### src/rtl/reg_bus_arbiter_pkg.sv
`default_nettype none
// led_bus_pkg: widths, arbiter state encoding and request-field type for the LED register bus.
// rev 1.0
package led_bus_pkg;

  localparam int ADDR_W = 3;
  localparam int DATA_W = 8;

  typedef enum logic [1:0] {
    IDLE    = 2'd0,
    ACCESS  = 2'd1,
    CAPTURE = 2'd2
  } arb_state_t;

  typedef struct packed {
    logic              we;
    logic [ADDR_W-1:0] addr;
    logic [DATA_W-1:0] wdata;
  } bus_req_t;

endpackage
`default_nettype wire

### src/rtl/reg_bus_arbiter_rr_pick.sv
`default_nettype none
// rr_pick: combinational winner picker, round-robin after last_i or fixed lowest-index priority.
// rev 1.0
module rr_pick #(
  parameter int N     = 2,
  parameter int IDX_W = 1
) (
  input  logic [N-1:0]     req_i,
  input  logic [IDX_W-1:0] last_i,
  input  logic             fixed_i,
  output logic [N-1:0]     win_o,
  output logic [IDX_W-1:0] win_idx_o,
  output logic             valid_o
);

  always_comb begin
    logic [IDX_W-1:0] k;
    win_o     = '0;
    win_idx_o = '0;
    valid_o   = 1'b0;
    k         = '0;
    // Scan starts one past the last owner so the previous winner is checked last.
    for (int i = 0; i < N; i++) begin
      k = fixed_i ? IDX_W'(i) : IDX_W'((int'(last_i) + 1 + i) % N);
      if (!valid_o && req_i[k]) begin
        valid_o   = 1'b1;
        win_o[k]  = 1'b1;
        win_idx_o = k;
      end
    end
  end

endmodule
`default_nettype wire

### src/rtl/reg_bus_arbiter.sv
`default_nettype none
// reg_bus_arbiter: shares the LED register bus between NUM_REQ masters, one access per grant, with lock bursts.
// rev 1.0
module reg_bus_arbiter #(
  parameter int NUM_REQ   = 2,
  parameter int ADDR_W    = led_bus_pkg::ADDR_W,
  parameter int DATA_W    = led_bus_pkg::DATA_W,
  parameter int FIXED_PRI = 0,
  parameter int LOCK_MAX  = 8
) (
  input  logic                      clk_i,
  input  logic                      reset_ni,
  input  logic [NUM_REQ-1:0]        req_i,
  input  logic [NUM_REQ-1:0]        lock_i,
  input  logic [NUM_REQ-1:0]        we_i,
  input  logic [NUM_REQ*ADDR_W-1:0] addr_i,
  input  logic [NUM_REQ*DATA_W-1:0] wdata_i,
  output logic [NUM_REQ-1:0]        gnt_o,
  output logic [NUM_REQ-1:0]        ack_o,
  output logic [DATA_W-1:0]         rdata_o,
  output logic [ADDR_W-1:0]         bus_addr_o,
  output logic [DATA_W-1:0]         bus_wdata_o,
  output logic                      bus_w_en_o,
  output logic                      bus_r_en_o,
  input  logic [DATA_W-1:0]         bus_rdata_i,
  output logic                      busy_o
);
  import led_bus_pkg::*;

  localparam int IDX_W = (NUM_REQ > 1) ? $clog2(NUM_REQ) : 1;
  localparam int CNT_W = $clog2(LOCK_MAX + 1);
  localparam logic [IDX_W-1:0] LAST_RST = IDX_W'(NUM_REQ - 1);
  localparam logic [CNT_W-1:0] CNT_TOP  = CNT_W'(LOCK_MAX - 1);

  arb_state_t          state_q;
  logic [IDX_W-1:0]    owner_q, last_owner_q;
  logic [CNT_W-1:0]    lock_cnt_q;
  logic                we_q;
  logic [ADDR_W-1:0]   addr_q, bus_addr_q;
  logic [DATA_W-1:0]   wdata_q, bus_wdata_q, rdata_q;
  logic [NUM_REQ-1:0]  gnt_q, ack_q;
  logic                bus_w_en_q, bus_r_en_q;

  logic [NUM_REQ-1:0]  win;
  logic [IDX_W-1:0]    win_idx, sel_idx;
  logic                win_vld, other_pend, forced_off, keep;
  logic [NUM_REQ-1:0]  owner_oh;

  rr_pick #(
    .N     (NUM_REQ),
    .IDX_W (IDX_W)
  ) u_pick (
    .req_i     (req_i),
    .last_i    (last_owner_q),
    .fixed_i   (FIXED_PRI != 0),
    .win_o     (win),
    .win_idx_o (win_idx),
    .valid_o   (win_vld)
  );

  assign owner_oh   = NUM_REQ'(1) << owner_q;
  assign other_pend = |(req_i & ~owner_oh);
  // The burst limit only bites while someone else is waiting; alone, the counter just saturates.
  assign forced_off = other_pend && (lock_cnt_q >= CNT_TOP);
  assign keep       = lock_i[owner_q] && req_i[owner_q] && !forced_off;
  assign sel_idx    = (state_q == IDLE) ? win_idx : owner_q;

  always_ff @(posedge clk_i or negedge reset_ni) begin
    if (!reset_ni) begin
      state_q      <= IDLE;
      owner_q      <= '0;
      last_owner_q <= LAST_RST;
      lock_cnt_q   <= '0;
      we_q         <= 1'b0;
      addr_q       <= '0;
      wdata_q      <= '0;
      gnt_q        <= '0;
      ack_q        <= '0;
      rdata_q      <= '0;
      bus_addr_q   <= '0;
      bus_wdata_q  <= '0;
      bus_w_en_q   <= 1'b0;
      bus_r_en_q   <= 1'b0;
    end else begin
      ack_q      <= '0;
      bus_w_en_q <= 1'b0;
      bus_r_en_q <= 1'b0;
      case (state_q)
        IDLE: begin
          if (win_vld) begin
            we_q    <= we_i[sel_idx];
            addr_q  <= addr_i[sel_idx*ADDR_W +: ADDR_W];
            wdata_q <= wdata_i[sel_idx*DATA_W +: DATA_W];
            owner_q <= win_idx;
            gnt_q   <= win;
            state_q <= ACCESS;
          end
        end
        ACCESS: begin
          bus_addr_q  <= addr_q;
          bus_wdata_q <= wdata_q;
          bus_w_en_q  <= we_q;
          bus_r_en_q  <= ~we_q;
          state_q     <= CAPTURE;
        end
        CAPTURE: begin
          ack_q <= owner_oh;
          if (!we_q) rdata_q <= bus_rdata_i;
          if (keep) begin
            we_q    <= we_i[sel_idx];
            addr_q  <= addr_i[sel_idx*ADDR_W +: ADDR_W];
            wdata_q <= wdata_i[sel_idx*DATA_W +: DATA_W];
            if (lock_cnt_q != CNT_TOP) lock_cnt_q <= lock_cnt_q + 1'b1;
            state_q <= ACCESS;
          end else begin
            gnt_q        <= '0;
            last_owner_q <= owner_q;
            lock_cnt_q   <= '0;
            state_q      <= IDLE;
          end
        end
        default: state_q <= IDLE;
      endcase
    end
  end

  assign gnt_o       = gnt_q;
  assign ack_o       = ack_q;
  assign rdata_o     = rdata_q;
  assign bus_addr_o  = bus_addr_q;
  assign bus_wdata_o = bus_wdata_q;
  assign bus_w_en_o  = bus_w_en_q;
  assign bus_r_en_o  = bus_r_en_q;
  assign busy_o      = (state_q != IDLE);

endmodule
`default_nettype wire

### config.mk
export PLATFORM = sky130hd
export DESIGN_NAME = reg_bus_arbiter
export DESIGN_NICKNAME = d
export VERILOG_FILES = /design/src/rtl/reg_bus_arbiter_pkg.sv /design/src/rtl/reg_bus_arbiter_rr_pick.sv /design/src/rtl/reg_bus_arbiter.sv
export SDC_FILE = /design/constraint.sdc
export NUM_CORES = 1
export LEC_CHECK = 0
export CAP_MARGIN = 0
export CORE_ASPECT_RATIO = 0.5
export CORE_UTILIZATION = 34
export CTS_CLUSTER_DIAMETER = 100
export CTS_CLUSTER_SIZE = 24
export DETAILED_ROUTE_END_ITERATION = 16
export SLEW_MARGIN = 20
export SYNTH_ARGS = -nofsm -noshare
export SYNTH_HDL_FRONTEND = slang
export SYNTH_SLANG_ARGS = --single-unit
### constraint.sdc
create_clock -name clk_i -period 1.8 [get_ports clk_i]
set_clock_uncertainty 0.1 [all_clocks]
set_input_delay 0.18 -clock clk_i [delete_from_list [all_inputs] [get_ports clk_i]]
set_output_delay 0.18 -clock clk_i [all_outputs]
set_load 0.01 [all_outputs]
==> Word-level counts from Yosys, hierarchy flattened <==
Index checks and enable logic that the tools add are counted.
{ "totals": {"regBits": 45, "latchBits": 0, "mem_bits_rw": 0, "romBits": 0, "input_bits": 38, "out_inout_bits": 26, "elab_cells": 99, "n_memories": 0} }
{ "classes": {"addsub": 3, "mul": 1, "n_div": 0, "magnitude_cmp": 7, "n_eq_ne": 7, "shift": 3, "mux": 41, "bitwise_logic": 5, "n_reduce_logical": 18} }
{ "op_table": {"columns": ["operator", "n"], "rows": [
  ["two-way mux 1 bit", 22],
  ["two-way mux 8 bit", 2],
  ["case mux 8 bit (2 select lines)", 1],
  ["variable part select 16 x 5 -> 8 bit", 1],
  ["two-way mux 2 bit", 6],
  ["< comparator 1 x 2 -> 1 bit, second input constant", 4],
  ["two-way mux 4 bit", 2],
  ["AND reduction 2 bit", 4],
  ["logical AND 1 bit", 6],
  ["two-way mux 3 bit", 2],
  ["case mux 2 bit (3 select lines)", 1],
  ["case mux 3 bit (2 select lines)", 1],
  ["AND reduction 3 bit", 2],
  ["variable part select 6 x 4 -> 3 bit", 1],
  ["adder 4 x 1 -> 4 bit, second input constant", 1],
  ["greater-or-equal comparator 4 x 3 -> 1 bit, second input constant", 1],
  ["inequality test 2 x 1 -> 1 bit, second input constant", 2],
  ["inequality test 2 bit, second input constant", 2],
  ["inequality test 4 x 3 -> 1 bit, second input constant", 1],
  ["case mux 2 bit (2 select lines)", 1],
  ["nonzero test 2 bit", 2],
  ["multiplier 1 x 2 -> 3 bit, second input constant", 1],
  ["adder 1 bit, second input constant", 2],
  ["AND 2 bit", 1],
  ["other kinds (12)", 16]
]} }

==> Longest topological paths before layout <==
Gate-level depths: netlist of the first run.
{ "logic_depth": {"word_depth": 12, "depth_mapped": 6, "mapped_depth_nobuf": 5} }

==> Hierarchy <==
A second synthesis of the first run with hierarchy kept.
{ "hier_totals": {"hier_cells": 150, "hier_area_um2": 2040.7} }
{ "by_module_without_submodules": {"columns": ["module", "n_inst", "cells_per_inst", "area_per_inst_um2", "seq_area_each_um2"], "rows": [
  ["reg_bus_arbiter", 1, 144, 2005.7, 1127.3],
  ["rr_pick", 1, 6, 35.0, 0.0]
]} }

==> Least setup slack after synthesis of the first run <==
OpenSTA, ideal clock, no wires.
{ "synth_timing": {"path_kind": "register to register", "start": "register lock_cnt_q[0]", "end": "register addr_q[2]", "setup_ps": 125, "arrival_time_ps": 1699, "required_time_ps": 1575, "setup_slack_ps": -124, "path_stages_with_launch": 7, "n_path_buf": 1, "period_less_slack_ps": 1924, "path_cell_list": "dfrtp_1 -> ha_1 -> a21oi_1 -> o2bb2ai_2 -> a211oi_4 -> buf_6 -> mux2_4"} }
{ "synth_via": {"elab_chain_len": 6} }
{ "synth_lines": {"columns": ["element", "line", "text"], "rows": [
  ["from (decl)", "reg_bus_arbiter.sv:37", "logic [CNT_W-1:0] lock_cnt_q;"],
  ["from (signal assigned)", "reg_bus_arbiter.sv:113", "if (lock_cnt_q != CNT_TOP) lock_cnt_q <= lock_cnt_q + 1'b1;"],
  ["greater-or-equal comparator 4 x 3 -> 1 bit", "reg_bus_arbiter.sv:64", "assign forced_off = other_pend && (lock_cnt_q >= CNT_TOP);"],
  ["logical AND 1 bit", "reg_bus_arbiter.sv:64", null],
  ["zero test 1 bit", "reg_bus_arbiter.sv:65", "assign keep = lock_i[owner_q] && req_i[owner_q] && !forced_off;"],
  ["logical AND 1 bit", "reg_bus_arbiter.sv:65", null],
  ["inequality test 2 bit (no source line)", null, null],
  ["AND reduction 3 bit (no source line)", null, null],
  ["to (signal assigned)", "reg_bus_arbiter.sv:92", "addr_q <= addr_i[sel_idx*ADDR_W +: ADDR_W];"],
  ["to (signal assigned)", "reg_bus_arbiter.sv:111", "addr_q <= addr_i[sel_idx*ADDR_W +: ADDR_W];"],
  ["to (decl)", "reg_bus_arbiter.sv:39", "logic [ADDR_W-1:0] addr_q, bus_addr_q;"]
]} }
Every way passes these cells.
A chain may end at the register's enable or synchronous reset.

==> Worst setup path after layout of the first run <==
{ "layout_timing": {"start": "register state_q[1]", "end": "register addr_q[0]"} }
{ "layout_via": {"elab_chain_len": 6, "word_cells_on_any_way": 12, "cone_classes": "mul (1); eq/ne (3); shift (1); mux (4); reduce/logical (3)"} }
{ "layout_lines": {"columns": ["element", "line", "text"], "rows": [
  ["from (decl)", "reg_bus_arbiter.sv:35", "arb_state_t state_q;"],
  ["from (signal assigned)", "reg_bus_arbiter.sv:70", "state_q <= IDLE;"],
  ["from (signal assigned)", "reg_bus_arbiter.sv:96", "state_q <= ACCESS;"],
  ["from (signal assigned)", "reg_bus_arbiter.sv:104", "state_q <= CAPTURE;"],
  ["zero test 2 bit", "reg_bus_arbiter.sv:66, reg_bus_arbiter.sv:88", null],
  ["two-way mux 1 bit", "reg_bus_arbiter.sv:66", "assign sel_idx = (state_q == IDLE) ? win_idx : owner_q;"],
  ["multiplier 1 x 2 -> 3 bit", "reg_bus_arbiter.sv:92, reg_bus_arbiter.sv:111", null],
  ["variable part select 6 x 4 -> 3 bit", "reg_bus_arbiter.sv:92, reg_bus_arbiter.sv:111", null],
  ["two-way mux 3 bit, on equally long branches", "reg_bus_arbiter.sv:109, reg_bus_arbiter.sv:90", null],
  ["case mux 3 bit (2 select lines)", "reg_bus_arbiter.sv:88", "case (state_q)"]
]} }
Parallel ways exist; a longest one is shown, timed or not. The select of a mux whose other input is x is not followed.

==> impl_metrics.env, run 1 <==
export IMPL_p_seq_frac=0.330
export IMPL_hold_worst_slack_ns=0.2904
export IMPL_crit_slowest_cell="sky130_fd_sc_hd__dfrtp_2"
export IMPL_cell_area_placed_um2=2915
export IMPL_cpPeakStageDelay_ns=0.44
export IMPL_vias=1412
export IMPL_htree_levels=2
export IMPL_crit_chain="o21a_1 > a31oi_4 > buf_12 > mux2_2 > mux2_4"
export IMPL_post_layout_nonfiller_instances=305
export IMPL_setup_worst_path_class="register to register"
export IMPL_rows=19
export IMPL_maxCapViolations=0
export IMPL_design_core_area_um2=5634
export IMPL_clk_insertion_delay_late_ns=0.28
export IMPL_clock_period_minus_final_worst_setup_slack_ns=1.810
export IMPL_worst_setup_hold_path_clk_slew_ns=0.06
export IMPL_finalWeightedCongestion=0.6929
export IMPL_endpoint_kind="register"
export IMPL_syn_inst=142
export IMPL_port_buffer_count=63
export IMPL_detailed_place_hpwl_um=3046
export IMPL_tritoncts="built"
export IMPL_grt_pass1_vias=1542
export IMPL_netlist_cell_type_count=31
export IMPL_ys_seq_elements=45
export IMPL_critical_path_required_ns=1.87
export IMPL_clkPwrFrac=0.160
export IMPL_nature_of_the_critical_path_startpoint="register"
export IMPL_worst_slew_pin_slew_ns=0.4838
export IMPL_syn_cell_area_um2=2038
export IMPL_avgRoutedWirePerCell_um=13.83
export IMPL_hp_class="primary input to asynchronous set/reset pin"
export IMPL_data_arrival_time_at_the_worst_slack_endpoint_ns=1.88
export IMPL_crit_buf_inv=1
export IMPL_synth_top_cells_by_area="sky130_fd_sc_hd__dfrtp_1 54%, sky130_fd_sc_hd__mux2_2 14%, sky130_fd_sc_hd__mux2_4 13%, sky130_fd_sc_hd__buf_6 1.7%, sky130_fd_sc_hd__mux2i_1 1.5%"
export IMPL_final_nets=270
export IMPL_first_pass_grt_wire_length_um=7231
export IMPL_combinationalPowerShare=0.510
export IMPL_power_per_unit_of_standard_cell_area_nw_per_um2=1736
export IMPL_worst_path_dominant_cell_family="multiplexers"
export IMPL_final_min_period_over_clock_period=1.006
export IMPL_io_pins=64
export IMPL_drt_pre_antenna_iters=10
export IMPL_totalWireLength_um=4219
export IMPL_grt_setup_unrepaired="yes"
export IMPL_clockRootBuffer="sky130_fd_sc_hd__clkbuf_16"
export IMPL_worst_path_max_fanout=12
export IMPL_power_ir_vdd_worst_v=0.0006813
export IMPL_dieWidth_um=111.5
export IMPL_grt_antenna_before_repair=0
export IMPL_post_route_cells_drive_above_1_share=0.3664
export IMPL_synthesis_area_per_instance_um2=14.35
export IMPL_stdcell_area_um2=3136
export IMPL_numCtsBuffers=5
export IMPL_number_of_enable_flip_flop_cells_after_synthesis=0
export IMPL_final_hold_viol_count=0
export IMPL_yosysWarningCount=0
export IMPL_gr_usage_all_layers=0.1477
export IMPL_cts_sinks=45
export IMPL_initial_drc_count=21
export IMPL_yosys_area_top_type="sky130_fd_sc_hd__dfrtp_1"
export IMPL_switching_power_mw=1.647
export IMPL_synth_flop_type="sky130_fd_sc_hd__dfrtp_1"
export IMPL_synthToLayoutAreaGrowth_pct=53.84
export IMPL_placed_instance_count=294
export IMPL_leakage_nw=1.373
export IMPL_violated_checks="design-rule violations, negative setup slack"
export IMPL_mappedNetlistNets=181
export IMPL_max_slew_margin=0.6775
export IMPL_setup_slack_ns=-0.01019
export IMPL_avgViaCountPerCell=4.630
export IMPL_power_report_internal_total_mw=3.796
export IMPL_floorplan_die_height_um=56.75
export IMPL_pre_cts_setup_slack_ns=-0.2660
export IMPL_initial_util=0.3618
export IMPL_max_freq_mhz=552.4
export IMPL_ant_nets=0
export IMPL_antenna_cells=0
export IMPL_synth_largest_type_area_fraction=0.5402
export IMPL_synth_seq_area_share=0.5531
export IMPL_sw_ratio=0.3026
export IMPL_grt_start_max_net_pins=22
export IMPL_status="finished with violations"
export IMPL_buffers_from_clock_root_to_sink_at_most=2
export IMPL_synthArstFlopShare=1.000
export IMPL_dieArea_um2=6327
export IMPL_overflow=0
export IMPL_setup_viol=9
export IMPL_report_final_slew_viol_count=0
export IMPL_drt_drc_violations_left=2
==> cells in the final DEF, fill, tap and decap left out, types with 3 or more instances in the layout <==
| cell type | instances |
|---|---|
| sky130_fd_sc_hd__buf_4 | 21 |
| sky130_fd_sc_hd__clkbuf_16 | 5 |
| sky130_fd_sc_hd__clkdlybuf4s50_1 | 61 |
| sky130_fd_sc_hd__dfrtp_1 | 41 |
| sky130_fd_sc_hd__dfrtp_2 | 3 |
| sky130_fd_sc_hd__inv_1 | 4 |
| sky130_fd_sc_hd__mux2_2 | 22 |
| sky130_fd_sc_hd__mux2_4 | 20 |
| sky130_fd_sc_hd__nand2_1 | 8 |
| sky130_fd_sc_hd__nand3_1 | 3 |
| sky130_fd_sc_hd__nor2_1 | 4 |
==> state kept, by name, indices dropped and copies added (netlist names) <==
| name | cells |
|---|---|
| bus_wdata_o | 8 |
| rdata_o | 8 |
| wdata_q | 8 |
| lock_cnt_q | 4 |
| addr_q | 3 |
| bus_addr_o | 3 |
| ack_o | 2 |
| gnt_o | 2 |
| state_q | 2 |
| bus_r_en_o | 1 |
| bus_w_en_o | 1 |
| last_owner_q | 1 |
| owner_q | 1 |
| we_q | 1 |
==> metrics by stage <==
stage          total power, mW  setup TNS, ns    util
6_report                 5.443       -0.03488  0.5565
3_5_place_dp             4.459         -2.857  0.5174
3_3_place_gp             4.408         -2.480  0.5174
5_1_grt                  5.782        -0.6941  0.5565
2_1_floorplan            3.322        -0.1698       -
4_1_cts                  5.468       -0.07756  0.5519
==> final timing paths <==
| path | startpoint | endpoint | slack, ns | cells after the start |
|---|---|---|---|---|
| worst max-delay path | state_q[1]$_DFFE_PN0P_ | addr_q[0]$_DFFE_PN0P_ | -0.01 | 5 |
| worst min-delay path | reset_ni | bus_wdata_o[7]$_DFFE_PN0N_ | 0.29 | 2 |
| worst max register to register | state_q[1]$_DFFE_PN0P_ | addr_q[0]$_DFFE_PN0P_ | -0.01 | 5 |
| worst min register to register | we_q$_DFFE_PN0P_ | bus_r_en_o$_DFF_PN0_ | 0.39 | 1 |
| max in group asynchronous | reset_ni | last_owner_q$_DFFE_PN1P_ | 0.68 | 3 |
| min in group clk_i | we_q$_DFFE_PN0P_ | bus_r_en_o$_DFF_PN0_ | 0.39 | 1 |
==> cells by family (layout without fill, tap and decap cells) <==
group	after synthesis	count (layout)	synth area share
AOI/OAI and AO/OA	14	14	0.05708
and+or+nand+nor	27	27	0.07243
buffers and inverters	9	99	0.02885
xor gates and xnor gates	1	1	0.004298
DFF	45	45	0.5531
muxes	45	45	0.2781
adders and majority gates	1	1	0.006138
==> Yosys cell counts, types with 2 or more instances <==
cell type and count:
sky130_fd_sc_hd__nor2_2 2, sky130_fd_sc_hd__and2_1 2, sky130_fd_sc_hd__buf_2 2, sky130_fd_sc_hd__nand2_1 8, sky130_fd_sc_hd__mux2_4 17, sky130_fd_sc_hd__mux2i_1 3, sky130_fd_sc_hd__nand3_1 3, sky130_fd_sc_hd__o21a_1 2
sky130_fd_sc_hd__o21ai_0 2, sky130_fd_sc_hd__buf_6 3, sky130_fd_sc_hd__or3_1 2, sky130_fd_sc_hd__a21oi_1 3, sky130_fd_sc_hd__inv_1 4, sky130_fd_sc_hd__nor2_1 4, sky130_fd_sc_hd__dfrtp_1 44, sky130_fd_sc_hd__nand2b_1 2
sky130_fd_sc_hd__mux2_2 25
==> cell type report <==
class,instances,area (um^2)
Tap cell,73,91.34
Multi-Input combinational cell,88,925.9
Inverter,4,15.01
Clock buffer,7,132.6
Fill cell,468,2499
Sequential cell,45,1131
Timing Repair Buffer,87,832.0
Clock inverter,1,7.507
==> power by group through the flow <==
stage / Combinational (mW) / Clock [mW] / Sequential, mW
2_1_floorplan: 1.43 / 0 / 1.89
6_report: 2.78 / 0.873 / 1.79
3_5_place_dp: 2.67 / 0 / 1.79
5_1_grt: 2.97 / 0.946 / 1.86
3_3_place_gp: 2.63 / 0 / 1.78
4_1_cts: 2.77 / 0.904 / 1.79
==> what timing repair did <==
item,CTS,global route
endpoints found under the hold margin,19,0
hold buffers,1,0
pin swaps,1,0
setup endpoints to repair,12,12
setup buffers,2,0
gates resized for setup,7,4
==> routing by layer <==
metal  up-vias  track usage  routed length, um  part of all wire
met5         -            0                  0                 0
met4         0      0.04247                 42             0.010
met3         4      0.03240                117             0.028
met2        29       0.2652               2233              0.53
met1       702       0.1803               1826              0.43
li1        677            -                  -                 -
No activity file was read; power rests on OpenSTA's default activity.
==> run 2, diff against run 1 <==
- CTS_CLUSTER_SIZE: 24 -> not set
==> results of run 2 <==
Same layout as run 1: the final DEF is identical, and so are final timing and power.
